===== src/rtl/player_controller.sv =====
// Player sprite sequencer: position from debounced keys with playfield clamping,
// per-character animation frames on frame ticks, respawn on game-state change.
module player_controller #(
  parameter int unsigned FRAMES   = 4,
  parameter int unsigned ANIM_DIV = 8,
  parameter int unsigned MOVE_DIV = 2,
  parameter int unsigned STEP     = 1,
  parameter int unsigned SPAWN_X  = 20,
  parameter int unsigned SPAWN_Y  = 110,
  parameter int unsigned X_MAX    = 310,
  parameter int unsigned Y_MAX    = 230
) (
  input  logic        clk,
  input  logic        rst,
  input  logic [3:0]  state,
  input  logic        frame_tick,
  input  logic        key_up,
  input  logic        key_down,
  input  logic        key_left,
  input  logic        key_right,
  output logic [8:0]  player_x,
  output logic [8:0]  player_y,
  output logic [11:0] player_state,
  output logic        moving
);

  localparam int unsigned AW = (ANIM_DIV > 1) ? $clog2(ANIM_DIV) : 1;
  localparam int unsigned MW = (MOVE_DIV > 1) ? $clog2(MOVE_DIV) : 1;

  typedef enum logic [1:0] {SPAWN, IDLE, MOVE} fsm_t;

  fsm_t          fsm_q, fsm_d;
  logic [3:0]    state_q;
  logic [AW-1:0] anim_q, anim_d;
  logic [MW-1:0] move_q, move_d;
  logic [8:0]    x_d, y_d;
  logic [11:0]   ps_d;
  logic          moving_d;

  logic       state_chg, any_key, in_stage, spawn, anim_wrap, step_now;
  logic [9:0] x_dec, x_inc, y_dec, y_inc;
  logic [8:0] x_lo, x_hi, y_lo, y_hi;

  assign state_chg = (state != state_q);
  assign any_key   = key_up | key_down | key_left | key_right;
  assign in_stage  = (state_q == 4'd2) || (state_q == 4'd4) || (state_q == 4'd6);
  assign spawn     = state_chg || (fsm_q == SPAWN);
  assign anim_wrap = frame_tick && (anim_q == AW'(ANIM_DIV - 1));
  assign step_now  = frame_tick && (fsm_q == MOVE) && (move_q == MW'(MOVE_DIV - 1));

  // One bit of headroom so a decrement below zero shows up in bit 9
  assign x_dec = {1'b0, player_x} - 10'(STEP);
  assign x_inc = {1'b0, player_x} + 10'(STEP);
  assign y_dec = {1'b0, player_y} - 10'(STEP);
  assign y_inc = {1'b0, player_y} + 10'(STEP);
  assign x_lo  = x_dec[9] ? 9'd0 : x_dec[8:0];
  assign y_lo  = y_dec[9] ? 9'd0 : y_dec[8:0];
  assign x_hi  = (x_inc > 10'(X_MAX)) ? 9'(X_MAX) : x_inc[8:0];
  assign y_hi  = (y_inc > 10'(Y_MAX)) ? 9'(Y_MAX) : y_inc[8:0];

  function automatic logic [3:0] adv(input logic [3:0] nib);
    return (nib >= 4'(FRAMES - 1)) ? 4'd0 : nib + 4'd1;
  endfunction

  always_ff @(posedge clk) begin
    if (rst) begin
      fsm_q        <= IDLE;
      state_q      <= 4'd0;
      anim_q       <= '0;
      move_q       <= '0;
      player_x     <= 9'(SPAWN_X);
      player_y     <= 9'(SPAWN_Y);
      player_state <= 12'd0;
      moving       <= 1'b0;
    end else begin
      fsm_q        <= fsm_d;
      state_q      <= state;
      anim_q       <= anim_d;
      move_q       <= move_d;
      player_x     <= x_d;
      player_y     <= y_d;
      player_state <= ps_d;
      moving       <= moving_d;
    end
  end

  always_comb begin
    fsm_d  = fsm_q;
    anim_d = anim_q;
    move_d = move_q;
    x_d    = player_x;
    y_d    = player_y;
    ps_d   = player_state;

    if (state_chg) begin
      fsm_d = SPAWN;
    end else begin
      case (fsm_q)
        SPAWN:   fsm_d = IDLE;
        IDLE:    if (any_key) fsm_d = MOVE;
        MOVE:    if (!any_key) fsm_d = IDLE;
        default: fsm_d = SPAWN;
      endcase
    end

    if (spawn) begin
      // Respawn drops any coincident tick and restarts both dividers
      x_d    = 9'(SPAWN_X);
      y_d    = 9'(SPAWN_Y);
      anim_d = '0;
      move_d = '0;
    end else begin
      if (frame_tick) begin
        anim_d = anim_wrap ? '0 : anim_q + AW'(1);
      end
      if (frame_tick && (fsm_q == MOVE)) begin
        move_d = step_now ? '0 : move_q + MW'(1);
      end
      if (fsm_d == IDLE) begin
        move_d = '0;
      end

      if (step_now && in_stage) begin
        if (key_up)         y_d = y_lo;
        else if (key_down)  y_d = y_hi;
        else if (key_left)  x_d = x_lo;
        else if (key_right) x_d = x_hi;
      end

      if (anim_wrap) begin
        if (state_q == 4'd0) begin
          for (int n = 0; n < 3; n++) ps_d[4*n +: 4] = adv(player_state[4*n +: 4]);
        end else begin
          for (int n = 0; n < 3; n++) begin
            if (state_q == 4'(2*n + 2)) begin
              if (fsm_q == MOVE)      ps_d[4*n +: 4] = adv(player_state[4*n +: 4]);
              else if (fsm_q == IDLE) ps_d[4*n +: 4] = 4'd0;
            end
          end
        end
      end
    end

    moving_d = (fsm_d == MOVE);
  end

endmodule


===== config.mk =====
export PLATFORM = sky130hd
export DESIGN_NAME = player_controller
export DESIGN_NICKNAME = d
export VERILOG_FILES = /design/src/rtl/player_controller.sv
export SDC_FILE = /design/constraint.sdc
export NUM_CORES = 1
export LEC_CHECK = 0
export ABC_CLOCK_PERIOD_IN_PS = 2650
export BUFFER_PORTS_ARGS = -buffer_cell sky130_fd_sc_hd__buf_2
export CORE_AREA = 2 2 82 84
export DETAILED_ROUTE_END_ITERATION = 10
export DIE_AREA = 0 0 84 86
export PLACE_DENSITY = 0.7
export SLEW_MARGIN = 20
export SYNTH_ARGS = -nofsm -noshare
export SYNTH_HDL_FRONTEND = slang
export SYNTH_SLANG_ARGS = --single-unit

===== constraint.sdc =====
create_clock -name clk -period 2.65 [get_ports clk]
set_input_delay 0.265 -clock clk [delete_from_list [all_inputs] [get_ports clk]]
set_output_delay 0.265 -clock clk [all_outputs]
set_load 0.005 [all_outputs]

# After elaboration in Yosys (flattened, before gate mapping)
# Cells that the tools add are included.
[word_totals] rom_bits=0 word_cells=86 ram_bits=0 latch_bits=0 input_bits=11 out_inout_bits=31 n_memories=0 regBits=41
[op_classes] eq_ne=9 muxes=25 bitwise=6 addsub=9 n_mul=0 n_shift=0 div=0 order_cmp=5 reduce_logical=22
[op_table] cell="$mux W9" count=8
[op_table] cell="$mux W4" count=10
[op_table] cell="$add A9 B1 Y10 const B" count=2
[op_table] cell="$sub A9 B1 Y10 const B" count=2
[op_table] cell="$reduce_and A4 Y1" count=4
[op_table] cell="$add A4 B1 Y4 const B" count=3
[op_table] cell="$ge A4 B2 Y1 const B" count=3
[op_table] cell="$mux W12" count=1
[op_table] cell="$gt A10 B8 Y1 const B" count=1
[op_table] cell="$gt A10 B9 Y1 const B" count=1
[op_table] cell="$reduce_bool A2 Y1" count=5
[op_table] cell="$eq A4 B3 Y1 const B" count=2
[op_table] cell="$mux W2" count=3
[op_table] cell="$pmux W2 S3" count=1
[op_table] cell="$eq A2 B1 Y1 const B" count=2
[op_table] cell="$eq A2 B2 Y1 const B" count=2
[op_table] cell="$eq A4 B2 Y1 const B" count=1
[op_table] cell="$logic_and A1 B1 Y1" count=4
[op_table] cell="$logic_not A4 Y1" count=1
[op_table] cell="$ne A4 B4 Y1" count=1
[op_table] cell="$add A3 B1 Y3 const B" count=1
[op_table] cell="$eq A3 B3 Y1 const B" count=1
[op_table] cell="$logic_or A1 B1 Y1" count=3
[op_table] cell="$mux W3" count=1
[op_table] cell="other kinds (9)" count=13

# Depth between registers and ports, before layout
# Gate-level depths: netlist of run 1.
[logic_depth] word_depth=8 mapped_depth=9

# Least setup slack after synthesis of run 1
# OpenSTA, ideal clock, no wires.
[synth_path] path_kind="flip-flop to flip-flop" start="reg player_y[0]" end="reg player_y[4]" setup_slack_ns=0.460 path_stages_with_launch=7 period_less_slack_ns=2.190 t_arrival_ns=2.119 n_path_buf=0 path_cell_list="dfxtp_1 ha_1 nand4_2 mux2_4 or4_1 a211o_1 a21oi_1"
[synth_between] elab_chain_len=5
[synth_lines] element="start, declared" line="22" source="output logic [8:0] player_y,"
[synth_lines] element="start signal, assigned" line="72" source="player_y <= 9'(SPAWN_Y);"
[synth_lines] element="start signal, assigned" line="81" source="player_y <= y_d;"
[synth_lines] element="$add A9 B1 Y10" line="55" source="assign y_inc = {1'b0, player_y} + 10'(STEP);"
[synth_lines] element="$gt A10 B8 Y1" line="59" source="assign y_hi = (y_inc > 10'(Y_MAX)) ? 9'(Y_MAX) : y_inc[8:0];"
[synth_lines] element="$mux W9" line="59"
[synth_lines] element="$mux W9" line="125" source="else if (key_down) y_d = y_hi;"
[synth_lines] element="$mux W9 (*)" line="124" source="if (key_up) y_d = y_lo;"
# Mark *: on every way between the ends. The rest lies on a longest branch, timed or not. The select of a mux whose other input is x is not followed.
# A chain may end at the register's enable or synchronous reset.

# Worst setup path after layout of run 1
# Ends and elaborated chain as after synthesis.

==> run summary, run 1 <==
port buffer count -> 41
Antenna Violating Nets Remaining -> 0
critical path type -> reg -> reg
VDD IR max -> 210.8 uV
cts hold-fix bufs -> 0
Die W -> 84 um
Worst-Margin Slew -> 0.7148 ns
crit-path max cell delay -> 0.51 ns
worst hold path type -> in -> reg
Fmax achieved -> 418.0 MHz
dpl hpwl -> 4999 um
multiplexer share of the synthesized area -> 0.009128
Vias -> 2,753
cts bufs inserted -> 5
global-route wire length before repair -> 11,830 um
Num Clock Sinks -> 41
Lkg Pwr -> 1.130 nW
Setup TNS -> 0 ns
RSZ-0062 raised after global routing -> no
Crit. Startpoint -> player_y[0]
R2R setup slack -> 0.26 ns
Yosys reg bits -> 41
top cell type's share of synthesized area -> 0.2994
Die Span Y -> 86 um
critical-path maximum fanout -> 11
CTS Buffer Depth -> 2
num rows -> 29
Critical Path End -> player_y[4]
largest net degree at the start of global routing -> 20
synthesized cell area -> 2741 um^2
Residual DRC -> 0
Setup crit start kind -> register
Synth Area in XOR/XNOR -> 0.03514
critical path's slowest cell -> dfxtp_1
Clk network pwr share -> 0.380
Crit path max-delay family -> simple AND/OR/NAND/NOR gates
status -> finished clean
clk_skew -> 0.004010 ns
Global Route Usage Sum -> 0.1982
RePlAce Congestion -> 0.8758
fin crit period -> 2.392 ns
initial antenna violation count -> 0
H-Tree Depth -> 2
main flop type after synthesis -> dfxtp_1
Cell variety after synth -> 67
top area cells in the synthesized netlist -> dfxtp_1, ha_1, a21oi_1
yosys warns -> 0
Slew Limit Fails -> 0
drt first pass iters -> 4
Critical Path AT -> 2.62 ns
Placed Cells -> 454
Pwr Density -> 361.5 nW/um^2
clk_lat worst skew -> 0.30 ns
CP cell instances -> ha_1 > nand4_2 > mux2_4 > or4_1 > a211o_1 > a21oi_1
Avg Inst Size Synth -> 7.788 um^2
Simple-Gate Fraction of Synth Area -> 0.2912
Avg Vias per Cell -> 5.959
DIE AREA -> 7224 um^2
syn nets -> 374
Final setup viols -> 0
Final Cycle Share -> 0.9028
Root Buffer -> clkbuf_8
Area Growth Syn to Fin -> 13.28%
Pint -> 0.8337 mW
reg2reg path depth -> 6
Reg2Reg Launch Point -> player_y[0]
# diodes -> 0
endpoint class of the critical path -> register
ys async rst share -> 0
register area share after synthesis -> 0.2994
Routed WL -> 7021 um
sequential power share -> 0.558
nets@finish -> 406
Switch Pwr -> 0.2889 mW
drt wl/cell -> 15.20 um
Reg clk slew, reported paths -> 0.09 ns
Layout Cells excl Fill -> 462
Max-Slew Margin vs Limit -> 0.5235
main combinational cell family by area after synthesis -> simple AND/OR/NAND/NOR gates
Post-synth EDFFs -> 0
fin util -> 0.4947
Final Hold Viols -> 0
complex-gate fraction of the synthesized area -> 0.2547
Tot Pwr -> 1.123 mW
CTS tree -> done
I/O pin total -> 42
leading area contributor after synthesis -> dfxtp_1
DRT iter0 DRCs -> 127
vias in the first global route -> 2,420
layout cells sized above 1 -> 0.1818
core box area -> 6277 um^2
fillers -> 628
WP buf/inv -> 0
Initial Utilization -> 0.4367
most frequent cells after synthesis -> dfxtp_1, nor2_1, a21oi_1, o21ai_0, nand2_1
Synth Area in Adders -> 0.05751
GRT Residual Overflow -> 0
max cap viols -> 0
CP Depth -> 6
most frequent cell after synthesis -> dfxtp_1
CP required -> 2.88 ns
R2R Path End -> player_y[4]
cell count after synthesis -> 352
Sw Share -> 0.2574
combinational share of power -> 0.062
## layout by cell type (no fill, tap or decap), drive strengths merged, types with 4 or more instances in the layout
cell / netlist / final
nand4: 4 / 4
buf: 4 / 51
dfxtp: 41 / 41
a21oi: 25 / 25
ha: 11 / 11
a32oi: 4 / 4
o31ai: 6 / 6
nand2: 22 / 22
o21ai: 27 / 27
nor3: 17 / 17
nand3b: 9 / 9
and3: 4 / 4
inv: 10 / 11
and4: 4 / 4
a31oi: 4 / 4
nand3: 18 / 18
xnor2: 8 / 8
clkbuf: 22 / 5
nor4: 4 / 4
nor3b: 9 / 9
nor2b: 7 / 7
nor2: 29 / 29
## layout make-up
type / instances / area, um^2 / share of cell area
multi-input combinational: 275 / 1780 / 0.5733
sequential: 41 / 820.8 / 0.2643
timing repair buffer: 51 / 280.3 / 0.09025
tap: 77 / 96.34 / 0.03102
clock buffer: 5 / 68.82 / 0.02216
inverter: 10 / 37.54 / 0.01209
clock inverter: 3 / 21.27 / 0.006849
## timing repair
item,in CTS,in global routing
resized for setup,0,1
buffers inserted,0,0
setup endpoints to repair,0,2
## flip-flops by register name, summed over array words and instances (netlist names)
signal        count
player_y          9
moving            1
player_x          9
fsm_q             2
state_q           4
anim_q            3
move_q            1
player_state     12
## worst reg2reg max path: cells and delay by family (launching register included)
kind	cells	cell delay (ns)
flops	1	0.51
simple gates	2	0.64
fa+ha+maj	1	0.37
compound gates	2	0.43
mux	1	0.36
## logic make-up (layout without fill, tap and decap cells)
| kind of cell | count (synthesis) | count (layout) |
|---|---|---|
| and+or+nand+nor | 144 | 144 |
| AOI/OAI and AO/OA | 105 | 105 |
| DFF | 41 | 41 |
| buffers and inverters | 36 | 69 |
| adders and majority gates | 13 | 13 |
| xor gates and xnor gates | 11 | 11 |
| muxes | 2 | 2 |
## through the flow
step | instance area, um^2 | hold slack (ns) | setup slack (ns)
final | 3105 | 0.1936 | 0.2576
after global routing | 3105 | 0.2012 | 0.07852
after CTS | 3100 | 0.1827 | 0.1891
after detailed placement | 3010 | 0.4787 | 0.2136
after global placement | 3010 | 0.4753 | 0.3050
after floorplan | 2741 | 0.3932 | 0.4602
## how the worst min path moves through the flow
stage	from	to	slack (ns)	cells after the start
2_1_floorplan	state[0]	state_q[0]	0.39	1
3_3_place_gp	player_state[11]	player_state[11]	0.48	1
3_5_place_dp	player_state[11]	player_state[11]	0.48	1
4_1_cts	state[2]	state_q[2]	0.18	2
5_1_grt	state[2]	state_q[2]	0.20	2
6_report	state[2]	state_q[2]	0.19	2
## metal layers
layer | vias up | wire length, um | GRT usage
li1 | 1381 | - | -
met5 | - | 0 | 0
met4 | 0 | 129 | 0.07918
met2 | 59 | 3266 | 0.3215
met1 | 1302 | 3321 | 0.2646
met3 | 11 | 304 | 0.03176
## power groups by stage
stage	Combinational (mW)	Clock (mW)	Sequential, mW
final	0.0694	0.426	0.627
after global routing	0.0771	0.464	0.628
after CTS	0.0690	0.441	0.627
after detailed placement	0.0684	0	0.641
after global placement	0.0673	0	0.641
after floorplan	0.0460	0	0.640
Note: power is estimated with default switching activity, not from simulation.
==> run 2, diff against run 1 <==
==> constraint.sdc (replaced) <==
create_clock -name clk -period 2.65 [get_ports clk]
set_input_delay 0 -clock clk [delete_from_list [all_inputs] [get_ports clk]]
set_output_delay 0 -clock clk [all_outputs]
set_load 0.005 [all_outputs]
==> run summary, run 2 (same netlist as run 1, synthesis figures left out) <==
initial antenna violation count -> 0 (unchanged)
Die W -> 84 um (unchanged)
Routed WL -> 7098 um (was 7021 um)
DRT iter0 DRCs -> 153 (was 127)
critical-path maximum fanout -> 11 (unchanged)
drt first pass iters -> 4 (unchanged)
leading registers by flop count -> player_state: 12 flops, player_x: 9 flops, player_y: 9 flops (unchanged)
Reg clk slew, reported paths -> 0.08 ns (was 0.09 ns)
Sequential Area -> 820.8 um^2 (unchanged)
fin crit period -> 2.399 ns (was 2.392 ns)
Critical Path AT -> 2.62 ns (about the same)
port buffer count -> 41 (unchanged)
Antenna Violating Nets Remaining -> 0 (unchanged)
max cap viols -> 0 (unchanged)
Area Growth Syn to Fin -> 14.74% (was 13.28%)
CP required -> 2.87 ns (was 2.88 ns)
hold path depth -> 3 (was 2)
Final setup viols -> 0 (unchanged)
num rows -> 29 (unchanged)
core box area -> 6277 um^2 (unchanged)
status -> finished clean (unchanged)
cts bufs inserted -> 5 (unchanged)
# diodes -> 0 (unchanged)
hold wc startpoint -> frame_tick (was state[2])
R2R Path End -> player_y[4] (unchanged)
Max-Slew Margin vs Limit -> 0.5224 (was 0.5235)
Residual DRC -> 0 (unchanged)
GRT Residual Overflow -> 0 (unchanged)
Avg Vias per Cell -> 5.951 (was 5.959)
RSZ-0062 raised after global routing -> no (unchanged)
Slew Limit Fails -> 0 (unchanged)
register name with the most flops -> player_state (unchanged)
Fmax achieved -> 416.9 MHz (was 418.0 MHz)
clk_lat worst skew -> 0.30 ns (about the same)
fillers -> 625 (was 628)
largest net degree at the start of global routing -> 20 (unchanged)
Final Cycle Share -> 0.9052 (was 0.9028)
layout cells sized above 1 -> 0.1799 (was 0.1818)
Final Hold Viols -> 0 (unchanged)
vias in the first global route -> 2,423 (was 2,420)
Layout Cells excl Fill -> 466 (was 462)
PnR worst setup slack -> 0.2512 ns (was 0.2576 ns)
Setup crit start kind -> register (unchanged)
reg2reg path depth -> 6 (unchanged)
DIE AREA -> 7224 um^2 (unchanged)
VDD IR max -> 213.8 uV (was 210.8 uV)
Initial Utilization -> 0.4367 (unchanged)
area of the multi-input gates -> 1780 um^2 (unchanged)
critical path type -> reg -> reg (unchanged)
Lkg Pwr -> 1.147 nW (was 1.130 nW)
Root Buffer -> clkbuf_8 (unchanged)
Worst-Margin Slew -> 0.7164 ns (was 0.7148 ns)
R2R setup slack -> 0.25 ns (was 0.26 ns)
dpl hpwl -> 4999 um (unchanged)
Tot Pwr -> 1.125 mW (was 1.123 mW)
endpoint class of the critical path -> register (unchanged)
Reg2Reg Launch Point -> player_y[0] (unchanged)
global-route wire length before repair -> 11,850 um (was 11,830 um)
worst hold path type -> in -> reg (unchanged)
Die Span Y -> 86 um (unchanged)
commonest non-fill, non-tap cells in the layout -> dfxtp_1, buf_2, nor2_1 (unchanged)
Placed Cells -> 454 (unchanged)
Vias -> 2,773 (was 2,753)
nets@finish -> 410 (was 406)
setup slack after placement -> 0.2136 ns (unchanged)
CTS tree -> done (unchanged)
CTS Buffer Depth -> 2 (unchanged)
RePlAce Congestion -> 0.8758 (unchanged)
max FFs per register -> 12 (unchanged)
Pwr Density -> 357.7 nW/um^2 (was 361.5 nW/um^2)
drt wl/cell -> 15.23 um (was 15.20 um)
I/O pin total -> 42 (unchanged)
clk_skew -> 0.004367 ns (was 0.004010 ns)
Global Route Usage Sum -> 0.1988 (was 0.1982)
Worst Hold Path EP -> anim_q[1] (was state_q[2])
H-Tree Depth -> 2 (unchanged)
Num Clock Sinks -> 41 (unchanged)
Setup TNS -> 0 ns (unchanged)
-- run 2: cell count changes in the layout (fill, tap and decap cells not counted) --
cell / before / now
dlygate4sd3_1: 0 / 4
-- run 2: through the flow --
stage	utilization	instance area, um^2	hold WS (ns)
6_report	0.5011	3146	0.01060
5_1_grt	0.5011	3146	0.03600
4_1_cts	0.5003	3141	0.005286
3_5_place_dp	0.4796	3010	0.2410
3_3_place_gp	0.4796	3010	0.2449
2_1_floorplan	-	2741	0.1282
-- run 2: worst max-delay path, cell delays in order, from the launching register on --
cell and delay [ns]:
dfxtp_1 0.51, ha_1 0.37, nand4_2 0.14, mux2_4 0.36, or4_1 0.50, a211o_1 0.29
a21oi_1 0.14
-- run 2: where the power goes --
part	total [mW]	switching (mW)	internal, mW
logic	0.0743	0.0442	0.0301
registers	0.627	0.00649	0.620
clock network	0.424	0.237	0.187
total	1.13	0.288	0.838
-- run 2: cell type report --
class / count / area share
multi-input cells: 275 / 0.5660
inverters: 10 / 0.01193
flip-flops and latches: 41 / 0.2609
clock buffers: 5 / 0.02188
well taps: 77 / 0.03063
clock inverters: 3 / 0.006762
repair buffers: 55 / 0.1018
-- run 2: how the worst max path moves through the flow --
| stage | to | from | depth (start not counted) |
|---|---|---|---|
| after floorplan | player_y[4] | player_y[0] | 6 |
| after global placement | player_y[4] | player_y[0] | 6 |
| after detailed placement | player_x[4] | player_x[1] | 7 |
| after CTS | player_x[4] | player_x[1] | 7 |
| after global routing | player_y[4] | player_y[0] | 6 |
| final | player_y[4] | player_y[0] | 6 |
-- run 2: routing by layer --
layer,routed length (um),GRT usage,vias up
li1,-,-,1388
met3,274,0.03176,7
met5,0,0,-
met4,77,0.07918,0
met2,3410,0.3244,58
met1,3335,0.2640,1320
-- run 2: timing repair --
action | 4_1_cts | 5_1_grt
setup buffers | 0 | 0
hold endpoints to repair | 4 | 0
endpoints found under the setup margin | 0 | 2
hold buffers | 4 | 0
gates resized for setup | 0 | 1
==> run 3, diff against run 2 <==
ABC_CLOCK_PERIOD_IN_PS = 2420   (was 2650)
clock period = 2.42 ns   (was 2.65 ns; I/O delays follow)
==> run summary, run 3 (same netlist as run 1, synthesis figures left out) <==
status -> finished clean (unchanged)
vias in the first global route -> 2,570 (was 2,423)
Worst-Margin Slew -> 0.6601 ns (was 0.7164 ns)
Final setup viols -> 0 (unchanged)
setup slack after placement -> 0.1841 ns (was 0.2136 ns)
register name with the most flops -> player_state (unchanged)
largest net degree at the start of global routing -> 20 (unchanged)
critical path type -> reg -> reg (unchanged)
Antenna Violating Nets Remaining -> 0 (unchanged)
# diodes -> 0 (unchanged)
num rows -> 29 (unchanged)
Avg Vias per Cell -> 6.075 (was 5.951)
Final Cycle Share -> 0.9253 (was 0.9052)
initial antenna violation count -> 0 (unchanged)
Sw Share -> 0.2586 (was 0.2557)
DR top layer -> met4 (unchanged)
nets@finish -> 423 (was 410)
drt wl/cell -> 15.34 um (was 15.23 um)
Setup crit start kind -> register (unchanged)
Fmax achieved -> 446.6 MHz (was 416.9 MHz)
fin crit period -> 2.239 ns (was 2.399 ns)
CTS Buffer Depth -> 2 (unchanged)
Slew Limit Fails -> 0 (unchanged)
I/O pin total -> 42 (unchanged)
PnR worst setup slack -> 0.1808 ns (was 0.2512 ns)
Vias -> 2,910 (was 2,773)
layout cells sized above 1 -> 0.2114 (was 0.1799)
sequential power share -> 0.555 (was 0.557)
Residual DRC -> 0 (unchanged)
Initial Utilization -> 0.4367 (unchanged)
met1 WL -> 3313 um (was 3335 um)
worst hold path type -> in -> reg (unchanged)
RSZ-0062 raised after global routing -> no (unchanged)
port buffer count -> 41 (unchanged)
cts bufs inserted -> 5 (unchanged)
Tot Pwr -> 1.238 mW (was 1.125 mW)
Final Hold Viols -> 0 (unchanged)
Pint -> 0.9176 mW (was 0.8375 mW)
Max-Slew Margin vs Limit -> 0.5562 (was 0.5224)
Root Buffer -> clkbuf_8 (unchanged)
Switch Pwr -> 0.3201 mW (was 0.2877 mW)
Routed WL -> 7350 um (was 7098 um)
clk_lat worst skew -> 0.30 ns (about the same)
endpoint class of the critical path -> register (unchanged)
Clk network pwr share -> 0.379 (was 0.377)
Die Span Y -> 86 um (unchanged)
Area Growth Syn to Fin -> 18.35% (was 14.74%)
critical-path maximum fanout -> 9 (was 11)
Post-CTS Setup Repair Bufs -> 0 (unchanged)
Worst Hold Margin -> 0.02032 ns (was 0.01060 ns)
DIE AREA -> 7224 um^2 (unchanged)
RePlAce Congestion -> 0.9413 (was 0.8758)
Reg clk slew, reported paths -> 0.09 ns (was 0.08 ns)
placed inst area -> 3108 um^2 (was 3010 um^2)
DRT iter0 DRCs -> 171 (was 153)
Setup TNS -> 0 ns (unchanged)
GRT Residual Overflow -> 0 (unchanged)
commonest non-fill, non-tap cells in the layout -> buf_2, dfxtp_1, nor2_1 (was dfxtp_1, buf_2, nor2_1)
drt first pass iters -> 5 (was 4)
met3 WL -> 439 um (was 274 um)
Critical Path AT -> 2.48 ns (was 2.62 ns)
CTS tree -> done (unchanged)
VDD IR max -> 307.6 uV (was 213.8 uV)
combinational share of power -> 0.066 (about the same)
max FFs per register -> 12 (unchanged)
Die W -> 84 um (unchanged)
most common cell after layout, fill and taps aside -> buf_2
Lkg Pwr -> 1.217 nW (was 1.147 nW)
core box area -> 6277 um^2 (unchanged)
dpl hpwl -> 5182 um (was 4999 um)
Num Clock Sinks -> 41 (unchanged)
H-Tree Depth -> 2 (unchanged)
global-route wire length before repair -> 12,360 um (was 11,850 um)
met2 WL -> 3498 um (was 3410 um)
Global Route Usage Sum -> 0.2035 (was 0.1988)
leading registers by flop count -> player_state: 12 flops, player_x: 9 flops, player_y: 9 flops (unchanged)
clk_skew -> 0.007733 ns (was 0.004367 ns)
CP required -> 2.66 ns (was 2.87 ns)
post-route design area -> 3244 um^2 (was 3146 um^2)
max cap viols -> 0 (unchanged)
Pwr Density -> 381.5 nW/um^2 (was 357.7 nW/um^2)
-- run 3: cell types whose count changed in the layout (fill, tap and decap cells not counted), sizes merged --
cell,delta
buf,+13
-- run 3: worst paths after layout --
kind	start	endpoint	slack (ns)	cells after the start
max	player_y[2]	player_y[4]	0.18	6
min	frame_tick	anim_q[1]	0.02	3
max reg2reg	player_y[2]	player_y[4]	0.18	6
min reg2reg	player_state[11]	player_state[11]	0.49	1
-- run 3: worst max-delay path, cell delays in order (launching register included) --
cell	delay (ns)
dfxtp_1	0.49
and4_4	0.30
nand4_2	0.11
mux2_4	0.36
or4_1	0.50
a211o_1	0.30
a21oi_1	0.13
-- run 3: layout make-up --
| cell class | instances | area, um^2 |
|---|---|---|
| Tap cell | 77 | 96.34 |
| Timing Repair Buffer | 68 | 417.9 |
| Clock inverter | 3 | 21.27 |
| Multi-Input combinational cell | 275 | 1779 |
| Fill cell | 618 | 3033 |
| Inverter | 10 | 37.54 |
| Clock buffer | 5 | 68.82 |
| Sequential cell | 41 | 823.3 |
-- run 3: through the flow --
| step | util | cells |
|---|---|---|
| 2_1_floorplan | - | 352 |
| 3_3_place_gp | 0.4951 | 467 |
| 3_5_place_dp | 0.4951 | 467 |
| 4_1_cts | 0.5158 | 479 |
| 5_1_grt | 0.5168 | 479 |
| 6_report | 0.5168 | 479 |
-- run 3: power by group through the flow --
stage                     Clock [mW]  Combinational [mW]  Sequential (mW)
after floorplan                    0              0.0504            0.701
after global placement             0              0.0746            0.702
after detailed placement           0              0.0745            0.702
after CTS                      0.481              0.0810            0.686
after global routing           0.506              0.0896            0.688
final                          0.469              0.0823            0.687
-- run 3: per-layer routing --
layer | track usage | up-vias
met1 | 0.2696 | 1370
li1 | - | 1411
met2 | 0.3433 | 113
met5 | 0 | -
met4 | 0.06158 | 0
met3 | 0.03080 | 16
-- run 3: timing repair --
action,4_1_cts,5_1_grt
gates resized for setup,0,3
hold endpoints to repair,4,0
endpoints found under the setup margin,0,4
hold buffers,4,0
